<file path="src/rtl/sad_min_tracker.sv">
// sad_min_tracker: accumulates row SADs into block SADs, one block per
// candidate motion vector, and tracks the lowest block SAD and its index
// across a search of CAND_NUM candidates.
module sad_min_tracker #(
  parameter int ELEMENT_BIT_DEPTH = 14,
  parameter int ROWS              = 8,
  parameter int SAD_BIT_DEPTH     = 17,
  parameter int CAND_NUM          = 64,
  parameter int CAND_BITS         = 6
) (
  input  logic                         clk,
  input  logic                         rst,
  input  logic                         start,
  input  logic                         row_valid,
  input  logic [ELEMENT_BIT_DEPTH-1:0] row_sum,
  output logic                         row_ready,
  output logic                         busy,
  output logic                         done,
  output logic [SAD_BIT_DEPTH-1:0]     best_sad,
  output logic [CAND_BITS-1:0]         best_idx
);

  localparam int ROW_BITS = (ROWS > 1) ? $clog2(ROWS) : 1;
  // One bit wider than either operand so the add can never overflow
  // before the saturation test.
  localparam int SUM_W    = ((SAD_BIT_DEPTH > ELEMENT_BIT_DEPTH) ?
                             SAD_BIT_DEPTH : ELEMENT_BIT_DEPTH) + 1;
  localparam logic [SUM_W-1:0] SAT_MAX = {{(SUM_W-SAD_BIT_DEPTH){1'b0}},
                                          {SAD_BIT_DEPTH{1'b1}}};

  typedef enum logic [1:0] {
    S_IDLE  = 2'd0,
    S_ACCUM = 2'd1,
    S_CMP   = 2'd2
  } state_t;

  state_t                     r_state;
  logic [SAD_BIT_DEPTH-1:0]   r_acc;
  logic [ROW_BITS-1:0]        r_row_cnt;
  logic [CAND_BITS-1:0]       r_cand_cnt;
  logic [SAD_BIT_DEPTH-1:0]   r_best_sad;
  logic [CAND_BITS-1:0]       r_best_idx;
  logic                       r_row_ready;
  logic                       r_busy;
  logic                       r_done;

  logic [SUM_W-1:0]           w_sum;
  logic [SAD_BIT_DEPTH-1:0]   w_acc_next;
  logic                       w_xfer;
  logic                       w_last_row;
  logic                       w_last_cand;
  logic                       w_better;

  // Saturating accumulate: clamp to all-ones instead of wrapping, so a
  // narrow accumulator still orders oversized blocks as "worst".
  assign w_sum       = SUM_W'(r_acc) + SUM_W'(row_sum);
  assign w_acc_next  = (w_sum > SAT_MAX) ? SAT_MAX[SAD_BIT_DEPTH-1:0]
                                         : w_sum[SAD_BIT_DEPTH-1:0];
  assign w_xfer      = row_valid && r_row_ready;
  assign w_last_row  = (r_row_cnt == ROW_BITS'(ROWS - 1));
  assign w_last_cand = (r_cand_cnt == CAND_BITS'(CAND_NUM - 1));
  // Strict compare: on a tie the earlier candidate keeps the slot.
  assign w_better    = (r_acc < r_best_sad);

  assign row_ready = r_row_ready;
  assign busy      = r_busy;
  assign done      = r_done;
  assign best_sad  = r_best_sad;
  assign best_idx  = r_best_idx;

  // Search FSM with registered handshake/status outputs; start has
  // priority over everything, including a coincident row or done.
  always_ff @(posedge clk or posedge rst) begin
    if (rst) begin
      r_state     <= S_IDLE;
      r_acc       <= '0;
      r_row_cnt   <= '0;
      r_cand_cnt  <= '0;
      r_best_sad  <= '1;
      r_best_idx  <= '0;
      r_row_ready <= 1'b0;
      r_busy      <= 1'b0;
      r_done      <= 1'b0;
    end else begin
      r_done <= 1'b0;
      if (start) begin
        r_state     <= S_ACCUM;
        r_acc       <= '0;
        r_row_cnt   <= '0;
        r_cand_cnt  <= '0;
        r_best_sad  <= '1;
        r_best_idx  <= '0;
        r_row_ready <= 1'b1;
        r_busy      <= 1'b1;
      end else begin
        case (r_state)
          S_IDLE: begin
            r_row_ready <= 1'b0;
            r_busy      <= 1'b0;
          end
          S_ACCUM: begin
            if (w_xfer) begin
              r_acc <= w_acc_next;
              if (w_last_row) begin
                r_row_cnt   <= '0;
                r_state     <= S_CMP;
                r_row_ready <= 1'b0;
              end else begin
                r_row_cnt <= r_row_cnt + ROW_BITS'(1);
              end
            end
          end
          S_CMP: begin
            if (w_better) begin
              r_best_sad <= r_acc;
              r_best_idx <= r_cand_cnt;
            end
            r_acc     <= '0;
            r_row_cnt <= '0;
            if (w_last_cand) begin
              r_state     <= S_IDLE;
              r_done      <= 1'b1;
              r_busy      <= 1'b0;
              r_row_ready <= 1'b0;
            end else begin
              r_cand_cnt  <= r_cand_cnt + CAND_BITS'(1);
              r_state     <= S_ACCUM;
              r_row_ready <= 1'b1;
            end
          end
          default: begin
            r_state     <= S_IDLE;
            r_row_ready <= 1'b0;
            r_busy      <= 1'b0;
          end
        endcase
      end
    end
  end

endmodule

</file>
<file path="config.mk">
export PLATFORM = sky130hd
export DESIGN_NAME = sad_min_tracker
export DESIGN_NICKNAME = d
export VERILOG_FILES = /design/src/rtl/sad_min_tracker.sv
export SDC_FILE = /design/constraint.sdc
export NUM_CORES = 1
export LEC_CHECK = 0
export CORE_ASPECT_RATIO = 1.5
export CORE_MARGIN = 8
export CORE_UTILIZATION = 40
export DETAILED_ROUTE_END_ITERATION = 7
export PLACE_DENSITY = 0.66
export SLEW_MARGIN = 30
export SYNTH_ARGS = -nofsm -noshare
export SYNTH_HDL_FRONTEND = slang
export SYNTH_SLANG_ARGS = --single-unit
</file>
<file path="constraint.sdc">
create_clock -name clk -period 6.2 [get_ports clk]
set_input_delay 1.55 -clock clk [delete_from_list [all_inputs] [get_ports clk]]
set_output_delay 1.55 -clock clk [all_outputs]
set_load 0.01 [all_outputs]
</file>
After elaboration in Yosys (flattened, before gate mapping)
Cells that the tools add are included.

storage, ports and cells
  register bits after elaboration = 54
  word-level logic and storage cells = 68

operators by class
  order comparisons = 2
  muxes and demuxes = 33
  eq/ne operators = 10
  add/sub/neg operators = 3
  reduce and logical (&&, ||, !) cells = 11

operator list
  cell                  number
  $mux 17               6
  $mux 6                6
  $pmux 17 s2           1
  $add 17x14->18        1
  $gt 18x17->1 const B  1
  $lt 17x17->1          1
  $mux 1                10
  $reduce_and 2->1      5
  $mux 3                3
  $ne 3x3->1 const B    3
  $add 6x1->6 const B   1
  $eq 6x6->1 const B    1
  $mux 2                3
  $ne 2x2->1 const B    3
  $pmux 2 s3            1
  $pmux 3 s2            1
  $pmux 1 s2            2
  $reduce_bool 2->1     2
  $add 3x1->3 const B   1
  $eq 3x3->1 const B    1
  $reduce_and 3->1      1
  $reduce_bool 3->1     1
  $eq 2x1->1 const B    1
  $eq 2x2->1 const B    1
  other kinds (2)       2

Longest topological paths before layout
  depth after elaboration = 6
  mapped depth = 10
  gate-level depth less buffers = 9

Worst setup path before layout
OpenSTA, ideal clock, no wires.

  kind = in2reg
  start = input port row_sum[0]
  end = register r_acc[16]
  slack = 2892 ps
  data arrival time = 3237 ps
  library setup time = 71 ps
  stages on the path = 9
  cell sequence = ha_1 -> inv_1 -> fa_1 -> nor2b_1 -> o211ai_1 -> a21o_1 -> a211o_1 -> a211o_1 -> nand4_1

on the way
  word-level cells in the longest chain between the ends = 6

ends and longest elaborated chain
  element               RTL line  RTL
  start, declared       15        input logic [ELEMENT_BIT_DEPTH-1:0] row_sum,
  $add 17x14->18 *      56        assign w_sum = SUM_W'(r_acc) + SUM_W'(row_sum);
  $gt 18x17->1          57        assign w_acc_next = (w_sum > SAT_MAX) ? SAT_MAX[SAD_BIT_DEPTH-1:0]
  $mux 17 *             57
  $mux 17 *             102       if (w_xfer) begin
  $pmux 17 s2 *         96        case (r_state)
  $mux 17 *             86        if (start) begin
  end signal, assigned  103       r_acc <= w_acc_next;
  end, declared         38        logic [SAD_BIT_DEPTH-1:0] r_acc;

Every way passes the cells marked *; elsewhere a longest branch is shown, timed or not. The select of a mux whose other input is x is not followed.
A chain may end at the register's enable or synchronous reset.

Worst setup path in the final report
Same ends and word-level chain as after synthesis.

==> out/metrics.csv <==
metric,value,unit
status,"finished, final reports clean",
grt_max_degree,55,
rrSetupSlack,3690,ps
cts_tree,yes,
synth.avg_cell_area,9.382,µm²
power.leakage,1.979,nW
power,0.8825,mW
yosysWarnings,0,
slew_headroom,42.32,%
grt_pass1_wl,12990,µm
cts_resized,0,
coreArea,8671,µm²
syn-num-nets,425,
cts.sinks,54,
skew,7.964,ps
period_share,59.49,%
fin_area,4182,µm²
max-cap-violations,0,
grt.total_usage,13.27,%
dr_total_vias,2845,
stdcell_count,520,
worstHoldStart,busy$_DFFE_PP0P_,
die-area,12060,µm²
seq_area_frac_synth,39.22,%
r2r_cells,9,
cts_inserted_buffers,5,
clk_pin_slew,70,ps
cts_max_level,2,
finalSetupTns,0,ps
synth_ff_type,dfrtp_1,
crit_type,input port to flip-flop,
clockRootBuffer,clkbuf_16,
endpoint_kind,flip-flop,
powerDensity,211.0,nW/µm²
cts_setup_buffers,0,
hold_buffers,0,
place.gp.congestion,0.9390,
nNetsFinal,461,
rows,42,
cpMostUsedCell,a211o_1,
firstDrtPassIters,5,
wl,7623,µm
drtIter0Drc,116,
antenna_found_initial,0,
worst_ep_required_time,6430,ps
netlist_top_cells_area,"dfrtp_1 26%, dfstp_2 13%, ha_1 12%",
dieWidth,92.37,µm
max_stage_delay,460,ps
dp_hpwl,5832,µm
whs_path_depth,1,
drive_above_1_share,9.756,%
finalCriticalPeriod,3688,ps
crit_fanout,4,
synth_area_leader_cell,dfrtp_1,
drt.antenna.violating_nets,0,
vdd_drop_max,0.1743,mV
synthDistinctLibCells,54,
synth_common_cells,"37 x dfrtp_1, 34 x nor2_1, 33 x ha_1",
first_global_vias,2846,
hp-class,flip-flop to flip-flop,
area_growth_syn_to_layout,19.49,%
r2r-end,best_sad[0]$_DFFE_PP1P_,
grt_setup_unrepaired,no,
startpoint_type,input port,
hold_viol,0,
io_pins,44,
yosysTopAreaCellShare,26.46,%
start_util,40.36,%
cp_num_buf_inv,2,
place_inst,512,
crit_slowest_cell,clkdlybuf4s50_1,
port_buffers,43,
reg2reg_from,best_sad[15]$_DFFE_PP1P_,
synth.most_common_cell,dfrtp_1,
grt_overflow,0,
route.detailed.drc,0,
setup_viol,0,
syn-cell-area,3500,µm²
synth_edf_count,0,
clk_latency,300,ps
synth_seq_cells,54,
timing.fmax,0.2711,GHz
via_per_inst,5.471,
place_area,4016,µm²
tightest_slew,864.4,ps
cpLargestDelayFamily,compound AO/OA/AOI/OAI gates,
antenna_cells,0,
async_reset_ff_share,100.0,%
arrival,3920,ps
min_to,busy$_DFFE_PP0P_,
clockBufferDepth,2,
path_cells,"clkdlybuf4s50_1, ha_1, inv_1, fa_1, nor2b_1, o211ai_1, a21o_1, a211o_1, a211o_1, nand4_1",
fp.dieH,130.6,µm
slew_viol_final,0,
wire_per_inst,14.66,µm
synthCells,373,
-- routing by layer --
layer / share of wire, % / GRT usage [%] / vias to the layer above
met3: 3.8 / 2.802 / 15
met2: 51 / 23.52 / 56
met5: 0 / 0 / -
met4: 3.3 / 6.952 / 0
met1: 42 / 14.57 / 1365
li1: - / - / 1409
-- state kept, by name (all words and copies together), names as in the netlist --
register and count:
r_acc 17, r_row_cnt 3, busy 1, r_state 2, best_idx 6, r_cand_cnt 6, row_ready 1, done 1
best_sad 17
-- worst reg2reg max path: stages, from the launching register on --
cell,delay [ps]
dfstp_2,530
inv_1,50
ha_1,300
and4_4,210
a211oi_1,210
o21ai_1,160
a211oi_4,170
buf_4,430
nor2b_1,100
a211o_1,280
-- power by group --
group	switching, mW	internal [mW]
logic	0.104	0.0804
clock network	0.124	0.189
registers	0.0187	0.367
total	0.246	0.636
-- worst max-delay path by stage --
stage | from | slack [ps] | cells after the start | end
6_report | row_sum[0] | 2510 | 10 | r_acc[16]$_DFFE_PP0P_
5_1_grt | row_sum[1] | 2240 | 8 | r_acc[11]$_DFFE_PP0P_
4_1_cts | row_sum[0] | 2530 | 10 | r_acc[16]$_DFFE_PP0P_
3_5_place_dp | row_sum[1] | 2230 | 8 | r_acc[11]$_DFFE_PP0P_
3_3_place_gp | row_sum[0] | 2280 | 10 | r_acc[16]$_DFFE_PP0P_
2_1_floorplan | row_sum[0] | 2890 | 9 | r_acc[16]$_DFFE_PP0P_
-- stage by stage --
stage / setup slack (ps) / hold WS [ps] / utilization (%)
floorplan: 2892 / 463.1 / -
global placement: 2275 / 461.6 / 46.25
detailed placement: 2232 / 466.6 / 46.32
CTS: 2530 / 482.0 / 48.23
global route: 2241 / 507.4 / 48.23
finish: 2512 / 477.4 / 48.23
-- layout make-up --
type                       instances  area [µm²]
clock buffer                       5       125.1
inverter                          22       82.58
clock inverter                     3       40.04
sequential                        54        1373
timing repair buffer              46       452.9
fill                             831        4489
tap                              110       137.6
multi-input combinational        280        1971
-- cells by family (layout without fill, tap and decap cells) --
kind of cell    after synthesis  after routing  synth area share, %
fa+ha+maj                    34             34                12.37
buf+inv                      39             76                5.005
flops                        54             54                39.22
compound gates              111            111                21.99
simple gates                115            115                16.05
xor+xnor                     11             11                2.753
mux                           9              9                2.610
-- cell usage in the layout, fill, tap and decap left out, types with 4 or more instances in the layout --
cell type        count
a21oi_1             26
nand2b_1             4
or3_1                4
nand2_1             32
xnor2_1              6
dfstp_2             17
inv_1               21
and3_1               5
a211o_1             22
nand3_1              8
o21ai_1              4
nand4_1              5
clkdlybuf4s50_1     43
ha_1                33
a21o_1              12
xor2_1               5
clkbuf_16            5
nor2_1              34
and2_1               4
mux2i_1              8
o21ai_0             16
dfrtp_1             37
o211ai_1             4
(Power assumes the default switching activity.)
